### src/rtl/gpu_video_pkg.sv
// Shared video types and pixel packing used by both the VGA master read path
// and the Avalon-ST frame sink write path.
package gpu_video_pkg;

  localparam int R_UI = 29;
  localparam int R_LI = 20;
  localparam int G_UI = 19;
  localparam int G_LI = 10;
  localparam int B_UI = 9;
  localparam int B_LI = 0;

  typedef logic [29:0] rgb30_t;

  typedef enum logic [1:0] {ST_IDLE, ST_RECV, ST_FLUSH} sink_state_e;

  // Keeps the top width/3 bits of each 10-bit channel; B lands at the LSBs.
  function automatic logic [29:0] pack_color(input rgb30_t c, input int width);
    logic [29:0] r;
    int          w;
    int          lsb;
    r = '0;
    w = width / 3;
    for (int k = 0; k < 3; k++) begin
      lsb = (k == 0) ? B_LI : ((k == 1) ? G_LI : R_LI);
      for (int b = 0; b < 10; b++)
        if (b < w) r[k*w + b] = c[lsb + 10 - w + b];
    end
    return r;
  endfunction

endpackage

### src/rtl/frame_addr_gen.sv
// Pixel counter plus band address / core index, stepped without a divider.
// Holds the position of the next pixel; restart rebases to pixel 0 this cycle.
module frame_addr_gen
  import gpu_video_pkg::*;
#(
  parameter int TOTAL  = 480000,
  parameter int BAND   = 48000,
  parameter int ADDR_W = 32,
  parameter int SEL_W  = 4
) (
  input  logic              clk,
  input  logic              rst_n,
  input  logic              advance_i,
  input  logic              restart_i,
  output logic [$clog2(TOTAL)-1:0] pc_o,
  output logic [ADDR_W-1:0] addr_o,
  output logic [SEL_W-1:0]  sel_o,
  output logic              band_end_o,
  output logic              frame_last_o
);
  localparam int PC_W = $clog2(TOTAL);

  logic [PC_W-1:0]   pc_q, pc_d, pc_b;
  logic [ADDR_W-1:0] addr_q, addr_d, addr_b;
  logic [SEL_W-1:0]  sel_q, sel_d, sel_b;
  logic              last_b, bend_b;

  assign pc_o         = pc_q;
  assign addr_o       = addr_q;
  assign sel_o        = sel_q;
  assign band_end_o   = (addr_q == ADDR_W'(BAND - 1));
  assign frame_last_o = (pc_q == PC_W'(TOTAL - 1));

  always_comb begin
    pc_b   = restart_i ? '0 : pc_q;
    addr_b = restart_i ? '0 : addr_q;
    sel_b  = restart_i ? '0 : sel_q;
    last_b = restart_i ? (TOTAL == 1) : frame_last_o;
    bend_b = restart_i ? (BAND == 1) : band_end_o;
    pc_d   = pc_b;
    addr_d = addr_b;
    sel_d  = sel_b;
    if (advance_i) begin
      if (last_b) begin
        pc_d   = '0;
        addr_d = '0;
        sel_d  = '0;
      end else begin
        pc_d = pc_b + 1'b1;
        if (bend_b) begin
          addr_d = '0;
          sel_d  = sel_b + 1'b1;
        end else begin
          addr_d = addr_b + 1'b1;
        end
      end
    end
  end

  always_ff @(posedge clk or negedge rst_n) begin
    if (!rst_n) begin
      pc_q   <= '0;
      addr_q <= '0;
      sel_q  <= '0;
    end else begin
      pc_q   <= pc_d;
      addr_q <= addr_d;
      sel_q  <= sel_d;
    end
  end

endmodule

### src/rtl/avst_frame_sink.sv
// Avalon-ST video sink: frames 30-bit RGB beats into banded PPU memory writes.
// Optional AVST_SINK_STATS_EN adds saturating good/bad frame counters.
module avst_frame_sink
  import gpu_video_pkg::*;
#(
  parameter int VGA_WIDTH     = 800,
  parameter int VGA_HEIGHT    = 600,
  parameter int CORES_COUNT   = 10,
  parameter int BUFFER_ADDR_W = 32,
  parameter int COLOR_WIDTH   = 16,
  localparam int SEL_W        = (CORES_COUNT > 1) ? $clog2(CORES_COUNT) : 1
) (
  input  logic                     clk,
  input  logic                     resetn,
  input  logic [29:0]              s_data,
  input  logic                     s_startofpacket,
  input  logic                     s_endofpacket,
  input  logic                     s_valid,
  output logic                     s_ready,
  output logic [COLOR_WIDTH-1:0]   wdata,
  output logic [BUFFER_ADDR_W-1:0] waddress,
  output logic [SEL_W-1:0]         wselect,
  output logic                     write,
  input  logic                     wready,
`ifdef AVST_SINK_STATS_EN
  output logic [15:0]              frames_ok,
  output logic [15:0]              frames_bad,
`endif
  output logic                     frame_done,
  output logic                     err_short,
  output logic                     err_long
);
  localparam int VGA_SIZE  = VGA_WIDTH * VGA_HEIGHT;
  localparam int BAND_SIZE = VGA_WIDTH * VGA_HEIGHT / CORES_COUNT;

  sink_state_e               state_q;
  logic                      write_q, done_q, short_q, long_q;
  logic [COLOR_WIDTH-1:0]    wdata_q;
  logic [BUFFER_ADDR_W-1:0]  waddr_q, ag_addr;
  logic [SEL_W-1:0]          wsel_q, ag_sel;
  logic [$clog2(VGA_SIZE)-1:0] ag_pc;
  logic                      ag_bend, ag_last;
  logic                      accept, sop, eop, pix_take;
  logic [29:0]               pix_full;
  logic                      unused_ok;

  // Ready depends only on the output register, never on s_valid.
  assign s_ready  = !write_q || wready;
  assign accept   = s_valid && s_ready;
  assign sop      = accept && s_startofpacket;
  assign eop      = s_endofpacket;
  assign pix_take = sop || (accept && state_q == ST_RECV);
  assign pix_full = pack_color(s_data, COLOR_WIDTH);
  assign unused_ok = &{1'b0, ag_bend, ag_pc, pix_full};

  frame_addr_gen #(
    .TOTAL (VGA_SIZE),
    .BAND  (BAND_SIZE),
    .ADDR_W(BUFFER_ADDR_W),
    .SEL_W (SEL_W)
  ) u_addr (
    .clk         (clk),
    .rst_n       (resetn),
    .advance_i   (pix_take),
    .restart_i   (sop),
    .pc_o        (ag_pc),
    .addr_o      (ag_addr),
    .sel_o       (ag_sel),
    .band_end_o  (ag_bend),
    .frame_last_o(ag_last)
  );

  always_ff @(posedge clk or negedge resetn) begin
    if (!resetn) begin
      state_q <= ST_IDLE;
      write_q <= 1'b0;
      wdata_q <= '0;
      waddr_q <= '0;
      wsel_q  <= '0;
      done_q  <= 1'b0;
      short_q <= 1'b0;
      long_q  <= 1'b0;
    end else begin
      done_q  <= 1'b0;
      short_q <= 1'b0;
      long_q  <= 1'b0;
      if (write_q && wready) write_q <= 1'b0;
      if (pix_take) begin
        write_q <= 1'b1;
        wdata_q <= pix_full[COLOR_WIDTH-1:0];
        waddr_q <= sop ? '0 : ag_addr;
        wsel_q  <= sop ? '0 : ag_sel;
      end
      if (accept) begin
        // An SOP always restarts; it is an error only if it cuts a frame short.
        if (s_startofpacket) begin
          if (eop || state_q == ST_RECV) short_q <= 1'b1;
          state_q <= eop ? ST_IDLE : ST_RECV;
        end else begin
          case (state_q)
            ST_RECV: begin
              if (ag_last) begin
                if (eop) begin
                  done_q  <= 1'b1;
                  state_q <= ST_IDLE;
                end else begin
                  long_q  <= 1'b1;
                  state_q <= ST_FLUSH;
                end
              end else if (eop) begin
                short_q <= 1'b1;
                state_q <= ST_IDLE;
              end
            end
            ST_FLUSH: if (eop) state_q <= ST_IDLE;
            default:  state_q <= ST_IDLE;
          endcase
        end
      end
    end
  end

  assign write      = write_q;
  assign wdata      = wdata_q;
  assign waddress   = waddr_q;
  assign wselect    = wsel_q;
  assign frame_done = done_q;
  assign err_short  = short_q;
  assign err_long   = long_q;

`ifdef AVST_SINK_STATS_EN
  logic [15:0] ok_q, bad_q;

  always_ff @(posedge clk or negedge resetn) begin
    if (!resetn) begin
      ok_q  <= '0;
      bad_q <= '0;
    end else begin
      if (done_q && ok_q != 16'hFFFF) ok_q <= ok_q + 16'd1;
      if ((short_q || long_q) && bad_q != 16'hFFFF) bad_q <= bad_q + 16'd1;
    end
  end

  assign frames_ok  = ok_q;
  assign frames_bad = bad_q;
`endif

endmodule
### config.mk
export PLATFORM = sky130hd
export DESIGN_NAME = avst_frame_sink
export DESIGN_NICKNAME = d
export VERILOG_FILES = /design/src/rtl/gpu_video_pkg.sv /design/src/rtl/frame_addr_gen.sv /design/src/rtl/avst_frame_sink.sv
export SDC_FILE = /design/constraint.sdc
export NUM_CORES = 1
export LEC_CHECK = 0
export ABC_AREA = 0
export BUFFER_PORTS_ARGS = -buffer_cell sky130_fd_sc_hd__buf_2
export CORE_MARGIN = 2
export CORE_UTILIZATION = 40
export DETAILED_ROUTE_END_ITERATION = 6
export PLACE_DENSITY_LB_ADDON = 0.05
export SLEW_MARGIN = 25
export SYNTH_ARGS = -nofsm -noshare
export SYNTH_HDL_FRONTEND = slang
export SYNTH_HIERARCHICAL = 1
export SYNTH_SLANG_ARGS = --single-unit
### constraint.sdc
create_clock -name clk -period 2.5 [get_ports clk]
set_input_delay 0.5 -clock clk [delete_from_list [all_inputs] [get_ports clk]]
set_output_delay 0.5 -clock clk [all_outputs]
set_load 0.01 [all_outputs]
Yosys cells after proc, flatten, opt, wreduce, memory -nomap -nowiden
Index checks and enable logic that the tools add are counted.
{"block": "totals", "ff_bits": 112, "in_bits": 36, "output_inout_bits": 57, "word_cells": 63}
{"block": "op_classes", "addsub": 3, "n_eq_ne": 4, "mux": 36, "reduce_logical": 9}
{"operator": "2-to-1 mux 32 bit", "n": 4}
{"operator": "2-to-1 mux 19 bit", "n": 3}
{"operator": "adder 32 x 1 -> 32 bit, second input constant", "n": 1}
{"operator": "== test 32 x 16 -> 1 bit, second input constant", "n": 1}
{"operator": "2-to-1 mux 1 bit", "n": 20}
{"operator": "adder 19 x 1 -> 19 bit, second input constant", "n": 1}
{"operator": "== test 19 bit, second input constant", "n": 1}
{"operator": "2-to-1 mux 4 bit", "n": 4}
{"operator": "2-to-1 mux 2 bit", "n": 4}
{"operator": "adder 4 x 1 -> 4 bit, second input constant", "n": 1}
{"operator": "logical AND 1 bit", "n": 4}
{"operator": "case mux 2 bit (2 select lines)", "n": 1}
{"operator": "logical OR 1 bit", "n": 3}
{"operator": "== test 2 x 1 -> 1 bit, second input constant", "n": 1}
{"operator": "== test 2 bit, second input constant", "n": 1}
{"operator": "nonzero test 2 bit", "n": 1}
{"operator": "logical NOT 1 bit", "n": 1}

Longest topological paths before layout
{"block": "depth", "ltp_word": 9, "ltp_mapped": 14, "mapped_depth_nobuf": 11}

By module
The synthesis kept the hierarchy.
{"module": "frame_addr_gen", "instances": 1, "cells_each": 363, "area_each_um2": 3245.6, "seq_area_each_um2": 1376.3}
{"module": "avst_frame_sink", "instances": 1, "cells_each": 153, "area_each_um2": 2242.2, "seq_area_each_um2": 1426.4}

Worst setup path after synthesis
OpenSTA, ideal clock, no wires.
{"block": "synth_path", "kind": "input -> register", "from": "input wready", "to": "register u_addr.addr_q[18] (netlist: u_addr/addr_o[18])", "setup_ns": 0.136, "arrival_time_ns": 2.806, "required_time_ns": 2.364, "path_slack_ns": -0.442, "stages": 14, "n_path_buf": 4, "path_cell_list": "nand2b_4 buf_6 nand3_1 inv_1 clkbuf_1 clkbuf_1 nor2b_1 ha_1 nand2_1 or3_1 clkbuf_1 nor4_1 xnor2_1 nor3_1"}
{"block": "synth_between", "elab_chain_len": 8, "elab_cells_between_ends": 12, "cone_classes": "1 x add/sub; 6 x mux; 5 x reduce/logical"}
{"element": "start, declared", "line_no": "avst_frame_sink.sv:24", "source": "input logic wready,"}
{"element": "logical OR 1 bit *", "line_no": "avst_frame_sink.sv:48", "source": "assign s_ready = !write_q || wready;"}
{"element": "net s_ready", "line_no": "avst_frame_sink.sv:19", "source": "output logic s_ready,"}
{"element": "logical AND 1 bit *", "line_no": "avst_frame_sink.sv:49", "source": "assign accept = s_valid && s_ready;"}
{"element": "logical AND 1 bit *", "line_no": "avst_frame_sink.sv:50", "source": "assign sop = accept && s_startofpacket;"}
{"element": "net sop", "line_no": "avst_frame_sink.sv:43", "source": "logic accept, sop, eop, pix_take;"}
{"element": "2-to-1 mux 32 bit", "line_no": "frame_addr_gen.sv:36", "source": "addr_b = restart_i ? '0 : addr_q;"}
{"element": "adder 32 x 1 -> 32 bit", "line_no": "frame_addr_gen.sv:54", "source": "addr_d = addr_b + 1'b1;"}
{"element": "2-to-1 mux 32 bit", "line_no": "frame_addr_gen.sv:50", "source": "if (bend_b) begin"}
{"element": "2-to-1 mux 32 bit", "line_no": "frame_addr_gen.sv:44", "source": "if (last_b) begin"}
{"element": "2-to-1 mux 32 bit *", "line_no": "frame_addr_gen.sv:43", "source": "if (advance_i) begin"}
{"element": "net u_addr.addr_d[18]", "line_no": "frame_addr_gen.sv:24", "source": "logic [ADDR_W-1:0] addr_q, addr_d, addr_b;"}
{"element": "end signal, assigned", "line_no": "frame_addr_gen.sv:67", "source": "addr_q <= addr_d;"}
{"element": "end, declared", "line_no": "frame_addr_gen.sv:24"}
Mark *: on every way through the listed nets, which the timed path passes. The rest lies on a longest branch.
A chain may end at the register's enable or synchronous reset.

Worst setup path in the final report
{"block": "layout_path", "from": "register u_addr.addr_q[19] (netlist: u_addr/addr_o[19])", "to": "register u_addr.addr_q[19] (netlist: u_addr/addr_o[19])"}
{"block": "layout_between", "elab_chain_len": 5, "elab_cells_between_ends": 7, "cone_classes": "1 x add/sub; 1 x eq/ne; 5 x mux"}
{"element": "2-to-1 mux 32 bit or == test 32 x 16 -> 1 bit (tied branches)", "line_no": "frame_addr_gen.sv:36, frame_addr_gen.sv:31"}
{"element": "adder 32 x 1 -> 32 bit or 2-to-1 mux 1 bit (tied branches)", "line_no": "frame_addr_gen.sv:54, frame_addr_gen.sv:39"}
{"element": "2-to-1 mux 32 bit", "line_no": "frame_addr_gen.sv:50"}
{"element": "2-to-1 mux 32 bit", "line_no": "frame_addr_gen.sv:44"}
{"element": "2-to-1 mux 32 bit *", "line_no": "frame_addr_gen.sv:43"}
{"element": "net u_addr.addr_d[19]", "line_no": "frame_addr_gen.sv:24"}
Marked as above.

==> impl_metrics.toml <==
[status]
outcome = "finished clean"

[cells_and_area]
antenna_cells = 0
fillers = 1206
drive_gt1_frac = 0.289
fin_nets = 670
syn_to_final_growth_pct = 23.7
fin_util = 0.511
fin_cells = 809

[power]
irDropWorstVdd_mv = 0.313
power_density_nw_per_um2 = 608
p_leak_nw = 3.23
total_power_mw = 4.12

[drt]
drtIter0Drc = 253
drc_errors = 0
top_layer_used = "met4"
wl_met2_um = 6320
wl_met1_um = 5850
ant_nets = 0
avgViaCountPerCell = 5.41
wl_met3_um = 573
wl_um = 13000
vias = 4378
dr.pass1.iters = 5
avgRoutedWirePerCell_um = 16.1

[floorplanning]
die_area_sq_um = 14700
start_util = 0.413
dieHeight_um = 121
fp.dieW_um = 121
core-area_sq_um = 13300
ioPinCount = 93
rows = 42

[worst_setup_path]
worstRegToRegCells = 6
required_ps = 2740
reg2reg_slack_ps = 280
worst_setup_path_end_kind = "flip-flop"
crit_arrival_ps = 2460
crit_type = "flip-flop to flip-flop"
cp-start-kind = "flip-flop"
worstPathMaxFanout = 10
critical_path.slowest_cell = "or3_1"
slowest_delay_ps = 560
worstPathCellList = "nor4_1, nand4_1, or3_1, a21oi_4, buf_4, nor3_1"

[clock_network]
cts_buffers = 9
tritoncts = "built"
htreeDepth = 3
cts_root_buffer = "clkbuf_16"
clockBufferDepth = 2
cts.clk_slew.worst_paths_ps = 70
cts_resized = 0
clkSinkCount = 112
clk_latency_ps = 360

[hold_path]
holdPathStages = 2
min_path_type = "input port to flip-flop"

[placement]
gp_congestion = 0.868
io_buffers = 76
hpwl_um = 9370
dp_cells = 792
dp_slack_ps = -2.85

[timing]
fin_crit_sh = 0.887
fin_ws_ps = 283
timing_hold_violations_final = 0
grt_setup_unrepaired = "false"
fmax_ghz = 0.451
whs_ps = 373
max_slew_margin = 0.619
min_period_ps = 2220
setup_viol = 0
tightest_slew_ps = 571
fin_worst_skew_ps = 9.74
slew_viol_final = 0

[logic_synthesis]
synth-seq-cells = 112
yosysTopAreaCell = "dfrtp_1"
synth_area_sq_um = 5490
synth_ff_type = "dfrtp_1"
synth_top_area_frac = 0.511
async_flop_share = 1.00
syn_inst = 516
syn_nets = 558
synth_edf_count = 0
ys_top_cells_by_area = "dfrtp_1 (51%), a22o_1 (5.4%), xnor2_1 (4.9%), mux2_2 (3.3%), nand4_1 (2.7%)"
synth_cell_types = 60
ys_seq_area_frac = 0.511
synth_warnings = 6
synth.avg_cell_area_sq_um = 10.6

[global_route]
antenna_found_initial = 0
grt_overflow_total = 0
grtUsageTotal = 0.192
grt_pass1_vias = 4283
grt_pass1_wl_um = 22100
grt_max_degree = 70

[run]
cap_violations = 0
## area by class of cell
type	instances	area, sq um	share of cell area
flip-flops and latches	112	2800	0.413
multi-input cells	357	2550	0.376
repair buffers	131	848	0.125
clock buffers	14	254	0.0374
well taps	176	220	0.0324
inverters	17	68.8	0.0101
clock inverters	2	38.8	0.00571
## logic make-up after synthesis
logic type,synth area share
AOI/OAI and AO/OA,0.108
muxes,0.0328
and+or+nand+nor,0.227
xor gates and xnor gates,0.0622
adders and majority gates,0.0137
DFF,0.511
buffers and inverters,0.0445
other,0.000683
## layout by cell type, fill, tap and decap left out, types with 3 or more instances in the layout
cell,n
mux2_2,16
o2bb2ai_1,3
and3_1,4
buf_12,4
buf_4,51
clkbuf_1,4
a21oi_1,10
clkbuf_16,9
ha_1,5
o21ai_0,4
dfrtp_1,112
buf_2,75
nor2_1,37
and4_1,3
xor2_1,8
nor3_1,28
nor2b_1,17
nor4b_1,4
nand3_1,19
and4b_1,3
nand4_1,24
a41oi_1,3
nand2_1,33
nor4_1,12
and3b_1,3
nand2b_1,3
and2_1,5
a22o_1,34
xnor2_1,31
or3_1,5
inv_1,14
nor4_4,6
## critical path, delay by kind of cell, from the launching register on
kind	cells	cell delay, ps
buffers and inverters	1	230
AO/OA/AOI/OAI	1	280
AND/OR/NAND/NOR	4	1150
flip-flops	1	430
## worst paths after layout
check                               endpoint         startpoint
max                        u_addr/addr_o[19]  u_addr/addr_o[19]
min                                wdata[13]         s_data[28]
max reg2reg                u_addr/addr_o[19]  u_addr/addr_o[19]
min reg2reg                     waddress[22]       waddress[22]
max in group asynchronous  u_addr/addr_o[31]             resetn
min in group asynchronous  u_addr/addr_o[15]             resetn
## per-layer routing
metal,global-route usage,vias to the layer above
met1,0.256,2184
met5,0,-
met3,0.0324,19
met2,0.310,84
met4,0.0797,0
li1,-,2091
## sequential cells by signal, indices dropped and copies added, names as in the netlist
signal,cells
err_long,1
err_short,1
frame_done,1
state_q,2
u_addr/addr_o,32
u_addr/pc_o,19
u_addr/sel_o,4
waddress,32
wdata,15
write,1
wselect,4
## cell usage after synthesis (all sizes together), types with 3 or more instances
master and n:
dfrtp 112, xor2 8, nor2b 18, and4b 3, nor2 37, mux2 16
nand2 34, o211ai 3, o21ai 5, and4 3, nor4b 4, a22o 34
ha 6, o2bb2ai 3, nand2b 4, a21oi 12, or3 5, nor4 18
clkbuf 14, nand4 25, and2 5, inv 16, xnor2 31, a41oi 3
and3 4, nor3 29, buf 16, nand3 20, and3b 3
## through the flow
| stage | setup TNS (ps) | area, sq um |
|---|---|---|
| 6_report | 0 | 6790 |
| 5_1_grt | 0 | 6790 |
| 4_1_cts | 0 | 6790 |
| 3_5_place_dp | -2.85 | 6480 |
| 3_3_place_gp | 0 | 6480 |
| 2_1_floorplan | -413 | 5640 |
## repair_timing
action,4_1_cts,5_1_grt
setup endpoints to repair,0,0
hold buffers,1,0
setup buffers,0,0
endpoints found under the hold margin,11,0
## where the power goes
group / total (mW) / leakage, nW / switching [mW] / internal [mW]
logic: 0.633 / 1.58 / 0.328 / 0.305
clock network: 1.44 / 0.141 / 0.636 / 0.809
registers: 2.05 / 1.51 / 0.109 / 1.94
total: 4.12 / 3.23 / 1.07 / 3.05
(Power assumes the default switching activity.)
